<file path="src/rtl/mul_arbiter.sv">
// Two-requester round-robin front end for a shared multiplier: accepts one op,
// issues it, waits for the result and holds it on the writeback bus until taken.
module mul_arbiter #(
  parameter int TAG_W = 6
) (
  input  logic             clk_i,
  input  logic             rst_i,
  input  logic             req0_valid_i,
  output logic             req0_ready_o,
  input  logic [31:0]      req0_a_i,
  input  logic [31:0]      req0_b_i,
  input  logic [1:0]       req0_op_i,
  input  logic [TAG_W-1:0] req0_tag_i,
  input  logic             req1_valid_i,
  output logic             req1_ready_o,
  input  logic [31:0]      req1_a_i,
  input  logic [31:0]      req1_b_i,
  input  logic [1:0]       req1_op_i,
  input  logic [TAG_W-1:0] req1_tag_i,
  output logic             mul_valid_o,
  output logic [31:0]      mul_a_o,
  output logic [31:0]      mul_b_o,
  output logic [1:0]       mul_op_o,
  input  logic [31:0]      mul_result_i,
  input  logic             mul_vld_i,
  output logic             wb_valid_o,
  output logic [31:0]      wb_data_o,
  output logic [TAG_W-1:0] wb_tag_o,
  input  logic             wb_ready_i,
  input  logic             flush_i,
  output logic             busy_o
);

  typedef enum logic [1:0] {IDLE, ISSUE, WAIT, HOLD} state_t;

  state_t           r_state;
  state_t           w_nextState;
  logic             r_lastGrant;
  logic             r_kill;
  logic [31:0]      r_a;
  logic [31:0]      r_b;
  logic [1:0]       r_op;
  logic [TAG_W-1:0] r_tag;
  logic [31:0]      r_data;
  logic             w_grant1;
  logic             w_accept;
  logic             w_killNow;

  // Requester 1 wins when it is alone, or on contention when requester 0 was served last.
  assign w_grant1  = req1_valid_i && (!req0_valid_i || !r_lastGrant);
  assign w_accept  = (r_state == IDLE) && !flush_i && (req0_valid_i || req1_valid_i);
  assign w_killNow = r_kill || flush_i;

  always_ff @(posedge clk_i or posedge rst_i) begin
    if (rst_i) begin
      r_state <= IDLE;
    end else begin
      r_state <= w_nextState;
    end
  end

  always_comb begin
    w_nextState = r_state;
    case (r_state)
      IDLE:    if (w_accept) w_nextState = ISSUE;
      ISSUE:   w_nextState = WAIT;
      WAIT:    if (mul_vld_i) w_nextState = w_killNow ? IDLE : HOLD;
      HOLD:    if (flush_i || wb_ready_i) w_nextState = IDLE;
      default: w_nextState = IDLE;
    endcase
  end

  always_comb begin
    req0_ready_o = w_accept && !w_grant1;
    req1_ready_o = w_accept && w_grant1;
    mul_valid_o  = (r_state == ISSUE);
    wb_valid_o   = (r_state == HOLD);
    busy_o       = (r_state != IDLE);
  end

  // The kill flag remembers a flush that hit an op already handed to the multiplier.
  always_ff @(posedge clk_i or posedge rst_i) begin
    if (rst_i) begin
      r_kill      <= 1'b0;
      r_lastGrant <= 1'b1;
    end else begin
      if (w_accept) begin
        r_lastGrant <= w_grant1;
      end
      if (r_state == WAIT && mul_vld_i) begin
        r_kill <= 1'b0;
      end else if ((r_state == ISSUE || r_state == WAIT) && flush_i) begin
        r_kill <= 1'b1;
      end else if (r_state == IDLE) begin
        r_kill <= 1'b0;
      end
    end
  end

  always_ff @(posedge clk_i) begin
    if (w_accept) begin
      r_a   <= w_grant1 ? req1_a_i   : req0_a_i;
      r_b   <= w_grant1 ? req1_b_i   : req0_b_i;
      r_op  <= w_grant1 ? req1_op_i  : req0_op_i;
      r_tag <= w_grant1 ? req1_tag_i : req0_tag_i;
    end
    if (r_state == WAIT && mul_vld_i && !w_killNow) begin
      r_data <= mul_result_i;
    end
  end

  assign mul_a_o   = r_a;
  assign mul_b_o   = r_b;
  assign mul_op_o  = r_op;
  assign wb_data_o = r_data;
  assign wb_tag_o  = r_tag;

endmodule

</file>
<file path="config.mk">
export PLATFORM = sky130hd
export DESIGN_NAME = mul_arbiter
export DESIGN_NICKNAME = d
export VERILOG_FILES = /design/src/rtl/mul_arbiter.sv
export SDC_FILE = /design/constraint.sdc
export NUM_CORES = 1
export LEC_CHECK = 0
export BUFFER_PORTS_ARGS = -buffer_cell sky130_fd_sc_hd__buf_2
export CELL_PAD_IN_SITES_DETAIL_PLACEMENT = 1
export CELL_PAD_IN_SITES_GLOBAL_PLACEMENT = 2
export CORE_MARGIN = 2
export CORE_UTILIZATION = 27
export DETAILED_ROUTE_END_ITERATION = 12
export PLACE_DENSITY_LB_ADDON = 0.1
export SETUP_SLACK_MARGIN = 0.15
export SYNTH_ARGS = -nofsm -noshare
export SYNTH_HDL_FRONTEND = slang
export SYNTH_SLANG_ARGS = --single-unit
</file>
<file path="constraint.sdc">
create_clock -name clk_i -period 4.95 [get_ports clk_i]
set_input_delay 0.495 -clock clk_i [delete_from_list [all_inputs] [get_ports clk_i]]
set_output_delay 0.495 -clock clk_i [all_outputs]
set_load 0.02 [all_outputs]
</file>
==> flow_summary.ini, run 1 <==
[run_status]
status = completed

[placement]
dp_hpwl_mm = 10.3
place_congestion = 0.718
port_buffers = 291
placedInstanceArea_um2 = 6240

[logic_synthesis]
synthAdderAreaFrac = 0.0135
synth-simple-area-share = 0.0141
synth_top_family_by_area = multiplexers
synth_nets = 407
synth_compound_area_frac = 0.0152
yosys-top-cells-area = edfxtp_1, mux2_4, mux2_2, buf_12, dfrtp_1
ys_ff_latch = 108
yosys.area.top_type_share = 0.676
synth.area.mux_share = 0.225
synthesis.area_um2 = 4620
ys_types = 25
synth_area_leader_cell = edfxtp_1
synth_xor_xnor_area_share = 0
syn_avg_cell_area_um2 = 21.1
synth-warning-count = 0
syn-instance-count = 219
ys_seq_area_frac = 0.697

[timing]
finalSetupTns_ns = 0
setup_viol = 0
min_period_ns = 2.60
worst_pin_slew_ns = 0.835
slew_viol_final = 0
clock_skew_ns = 0.00907
fmax_ghz = 0.384
period_share = 0.526
rsz0062_at_grt = no
relSlewSlack = 0.442
final_hold_viol_count = 0

[layout]
seq_area_um2 = 3220
n_fill_cell = 1782
utilization = 0.392
area_growth_pct = 41.3
drive_gt1_frac = 0.741
final_common_cell = buf_2
fin_nets = 705
final_cell_mix = buf_2, edfxtp_1, mux2_4
fin_area_um2 = 6530
multi_input_area_um2 = 1240

[floorplan]
design.core.area_um2 = 16600
dieArea_um2 = 18200
die_w_um = 135
design.portCount = 292
die_height_um = 135
rows = 47
floorplan.initialDensity = 0.278

[clock_tree]
hold_buffers = 0
tritoncts = yes
cts.sinks = 108
cts_buffer_depth = 2
cts_root_buffer = clkbuf_16
cts_resized = 0
clk_latency_ns = 0.35
cts_buffers = 9
cts.clk_slew.worst_paths_ns = 0.08
cts_setup_buffers = 0
htreeDepth = 3

[drt]
drtAntennaViolNets = 0
routed_wl_mm = 13.0
via_per_inst = 4.12
drt-pass1-iter-count = 4
vias = 3060
drt-initial-drc-count = 97
drcViolationCount = 0
wl_per_cell_um = 17.5

[critical_path]
crit_type = register to register
cp-startpoint = r_state[0]
critPathCapture = mul_b_o[8]
rr_worst_depth = 5
endpoint_kind = register
worstPathRequired_ns = 4.93
cp.arrival_ns = 2.59
cp_max_fo = 44
start_kind = register
reg2reg_to = mul_b_o[8]
rrSetupSlack_ns = 2.35
r2r_start = r_state[0]

[power_and_ir_drop]
sequentialPowerShare = 0.461
pwr-share-clk = 0.263
vdd_drop_max_mv = 0.188
internal_power_mw = 1.85
pwr-share-comb = 0.277
p_leak_nw = 2.92
p_sw_frac = 0.306
net-switching-power_mw = 0.813
p_per_area_nw_per_um2 = 407

[min_path]
hp-class = input port to async pin

[global_routing]
grt_overflow = 0
antenna_found_initial = 0
grt_pass1_wl_mm = 19.1
grt_max_degree = 46
grtUsageTotal = 0.142
grt_pass1_vias = 3292

[flow_run]
maxCapViolCount = 0
## area by class of cell
type	instances	share of cell area
repair buffers	295	0.228
flip-flops and latches	108	0.494
clock inverters	7	0.00900
multi-input cells	99	0.190
well taps	220	0.0421
diodes	1	0.000383
inverters	4	0.00230
clock buffers	9	0.0345
## metrics by stage
| stage | cells | total power [mW] | worst slack (ns) | hold slack [ns] |
|---|---|---|---|---|
| 6_report | 743 | 2.66 | 2.35 | 0.0300 |
| 5_1_grt | 742 | 2.80 | 2.08 | 0.0266 |
| 4_1_cts | 742 | 2.70 | 2.26 | 0.0282 |
| 3_5_place_dp | 726 | 2.00 | 2.28 | 0.411 |
| 3_3_place_gp | 726 | 1.98 | 2.36 | 0.400 |
| 2_1_floorplan | 219 | 1.78 | 0.620 | 0.260 |
## power groups by stage
stage	combinational, mW	clock [mW]	sequential (mW)
detailed placement	0.750	0	1.25
floorplan	0.383	0	1.39
CTS	0.754	0.722	1.23
global placement	0.742	0	1.24
finish	0.736	0.699	1.23
global route	0.798	0.759	1.24
## registers in the layout, summed over array words and instances, names as in the netlist
name / count
mul_a_o: 32
mul_b_o: 32
wb_data_o: 32
wb_tag_o: 6
mul_op_o: 2
r_state: 2
r_kill: 1
r_lastGrant: 1
## layer usage
| metal | GRT usage | up-vias | part of all wire |
|---|---|---|---|
| met1 | 0.149 | 1466 | 0.35 |
| met4 | 0.0596 | 0 | 0.014 |
| met2 | 0.261 | 136 | 0.54 |
| met5 | 0 | - | 0 |
| met3 | 0.0454 | 11 | 0.091 |
| li1 | - | 1447 | - |
## cells by family (layout without fill, tap and decap cells)
group / Yosys count / in the layout
flip-flops: 108 / 108
multiplexers: 73 / 73
AND/OR/NAND/NOR: 13 / 13
buffers and inverters: 12 / 315
AO/OA/AOI/OAI: 8 / 8
adder cells (fa/ha/maj): 5 / 5
other: 0 / 1
## worst min path at each step
stage	startpoint	to	slack, ns	depth (start not counted)
finish	rst_i	r_state[0]	0.03	2
global route	rst_i	r_state[0]	0.03	2
CTS	rst_i	r_state[1]	0.03	2
detailed placement	rst_i	r_kill	0.41	2
global placement	rst_i	r_kill	0.40	2
floorplan	rst_i	r_kill	0.26	1
## cells in the mapped netlist (all sizes together)
| master | number |
|---|---|
| a21boi | 1 |
| a21oi | 2 |
| a22oi | 1 |
| a31oi | 1 |
| a41o | 1 |
| and2 | 1 |
| buf | 8 |
| dfrtp | 3 |
| dfstp | 1 |
| edfxtp | 104 |
| ha | 5 |
| inv | 4 |
| mux2 | 72 |
| mux2i | 1 |
| nand2 | 1 |
| nand2b | 2 |
| nand3 | 1 |
| nor2 | 5 |
| nor2b | 1 |
| nor3 | 1 |
| nor3b | 1 |
| o21ai | 1 |
| o31a | 1 |
## critical path: stages (launching register included)
cell and delay [ns]:
dfrtp_1 0.42, inv_1 0.14, ha_1 0.22, nand2b_1 0.14
nor2_4 0.68, buf_4 0.62
(Power assumes the default switching activity.)
==> run 2: changes to the inputs <==
--- a/config.mk
+++ b/config.mk
@@ -9,7 +9,7 @@
 export CELL_PAD_IN_SITES_DETAIL_PLACEMENT = 1
 export CELL_PAD_IN_SITES_GLOBAL_PLACEMENT = 2
 export CORE_MARGIN = 2
-export CORE_UTILIZATION = 27
+export CORE_UTILIZATION = 25
 export DETAILED_ROUTE_END_ITERATION = 12
 export PLACE_DENSITY_LB_ADDON = 0.1
 export SETUP_SLACK_MARGIN = 0.15
==> constraint.sdc (replaced) <==
create_clock -name clk_i -period 2.39 [get_ports clk_i]
set_input_delay 0.239 -clock clk_i [delete_from_list [all_inputs] [get_ports clk_i]]
set_output_delay 0.239 -clock clk_i [all_outputs]
set_load 0.02 [all_outputs]
==> flow_summary.ini, run 2 (synthesized netlist as in run 1, its figures left out) <==
[run_status]
status = completed

[layout]
utilization = 0.369
drive_gt1_frac = 0.748
fin_nets = 706
final_cell_mix = buf_2, edfxtp_1, mux2_4
layout.cells.non_filler = 754
final_common_cell = buf_2
area_growth_pct = 43.8
fin_area_um2 = 6650

[clock_tree]
cts_resized = 0
cts_root_buffer = clkbuf_16
clk_latency_ns = 0.36
cts.clk_slew.worst_paths_ns = 0.08
hold_buffers = 1
tritoncts = yes
cts_buffers = 9
cts.sinks = 108
cts_setup_buffers = 0
htreeDepth = 3
cts_buffer_depth = 2

[drt]
via_per_inst = 4.12
routed_wl_mm = 13.1
vias = 3104
drtAntennaViolNets = 0
wl_per_cell_um = 17.4
drcViolationCount = 0
drt-pass1-iter-count = 4
drt-initial-drc-count = 82

[placement]
placedInstanceArea_um2 = 6330
dp.cells = 735
dp_hpwl_mm = 10.2
place_congestion = 0.784
port_buffers = 291

[critical_path]
rrSetupSlack_ns = 0.58
reg2reg_to = wb_data_o[18]
start_kind = register
cp_max_fo = 32
cp-startpoint = r_state[0]
critPathSlowestCell = dfrtp_1
path_buf_inv = 2
cp.arrival_ns = 1.87
worstPathRequired_ns = 2.45
rr_worst_depth = 5
crit_type = register to register
r2r_start = r_state[0]
endpoint_kind = register
worst_path_largest_cell_delay_ns = 0.42
cp.depth = 5
critPathCapture = wb_data_o[18]
cp_top_family = simple AND/OR/NAND/NOR gates
critical_path.cell_chain = inv_2, ha_1, nor3b_1, and2_1, buf_12

[floorplan]
floorplan.initialDensity = 0.256
design.portCount = 292
dieArea_um2 = 19600
die_height_um = 140
die_w_um = 140
rows = 49
design.core.area_um2 = 18000

[power_and_ir_drop]
p_per_area_nw_per_um2 = 852
p_leak_nw = 2.96
vdd_drop_max_mv = 0.348

[timing]
rsz0062_at_grt = no
finalSetupTns_ns = 0
worst_pin_slew_ns = 0.459
min_period_ns = 1.81
relSlewSlack = 0.694
fmax_ghz = 0.554
clock_skew_ns = 0.00742
slew_viol_final = 0
final_hold_viol_count = 0
setup_viol = 0
period_share = 0.755

[global_routing]
grt_pass1_wl_mm = 19.1
grt_pass1_vias = 3343
antenna_found_initial = 2
grtUsageTotal = 0.132
grt_max_degree = 73
grt_overflow = 0

[flow_run]
maxCapViolCount = 0

[min_path]
hp-class = input port to register
==> run 2: where the power goes <==
group | total [mW] | internal (mW) | switching (mW)
Combinational | 1.60 | 0.698 | 0.899
Clock | 1.53 | 0.751 | 0.783
Sequential | 2.53 | 2.45 | 0.0833
==> run 2: layout make-up <==
type | count | area (µm²)
sequential | 108 | 3220
tap | 229 | 287
timing repair buffer | 296 | 1550
fill | 1935 | 11400
inverter | 4 | 15.0
clock inverter | 7 | 81.3
clock buffer | 9 | 225
antenna | 2 | 5.00
multi-input combinational | 99 | 1260
==> run 2: how the worst min path moves through the flow <==
| stage | from | end | slack (ns) | cells past startpoint |
|---|---|---|---|---|
| 4_1_cts | mul_result_i[28] | wb_data_o[28] | 0.03 | 1 |
| 3_5_place_dp | rst_i | r_kill | 0.14 | 2 |
| 6_report | mul_result_i[29] | wb_data_o[29] | 0.05 | 1 |
| 3_3_place_gp | rst_i | r_kill | 0.14 | 2 |
| 2_1_floorplan | rst_i | r_kill | 0.004 | 1 |
| 5_1_grt | mul_result_i[16] | wb_data_o[16] | 0.02 | 1 |
==> run 2: per-stage QoR <==
step                total power [mW]  worst slack (ns)  hold slack (ns)
finish                          5.66             0.585           0.0473
detailed placement              4.21             0.567            0.141
CTS                             5.77             0.524           0.0282
floorplan                       3.70             0.191          0.00436
global placement                4.17             0.623            0.139
global route                    5.97             0.397           0.0228
==> run 2: layer usage <==
metal	vias to the layer above	share of wire	track usage
li1	1453	-	-
met1	1482	0.36	0.139
met2	151	0.53	0.235
met3	18	0.082	0.0451
met4	0	0.026	0.0642
met5	-	0	0
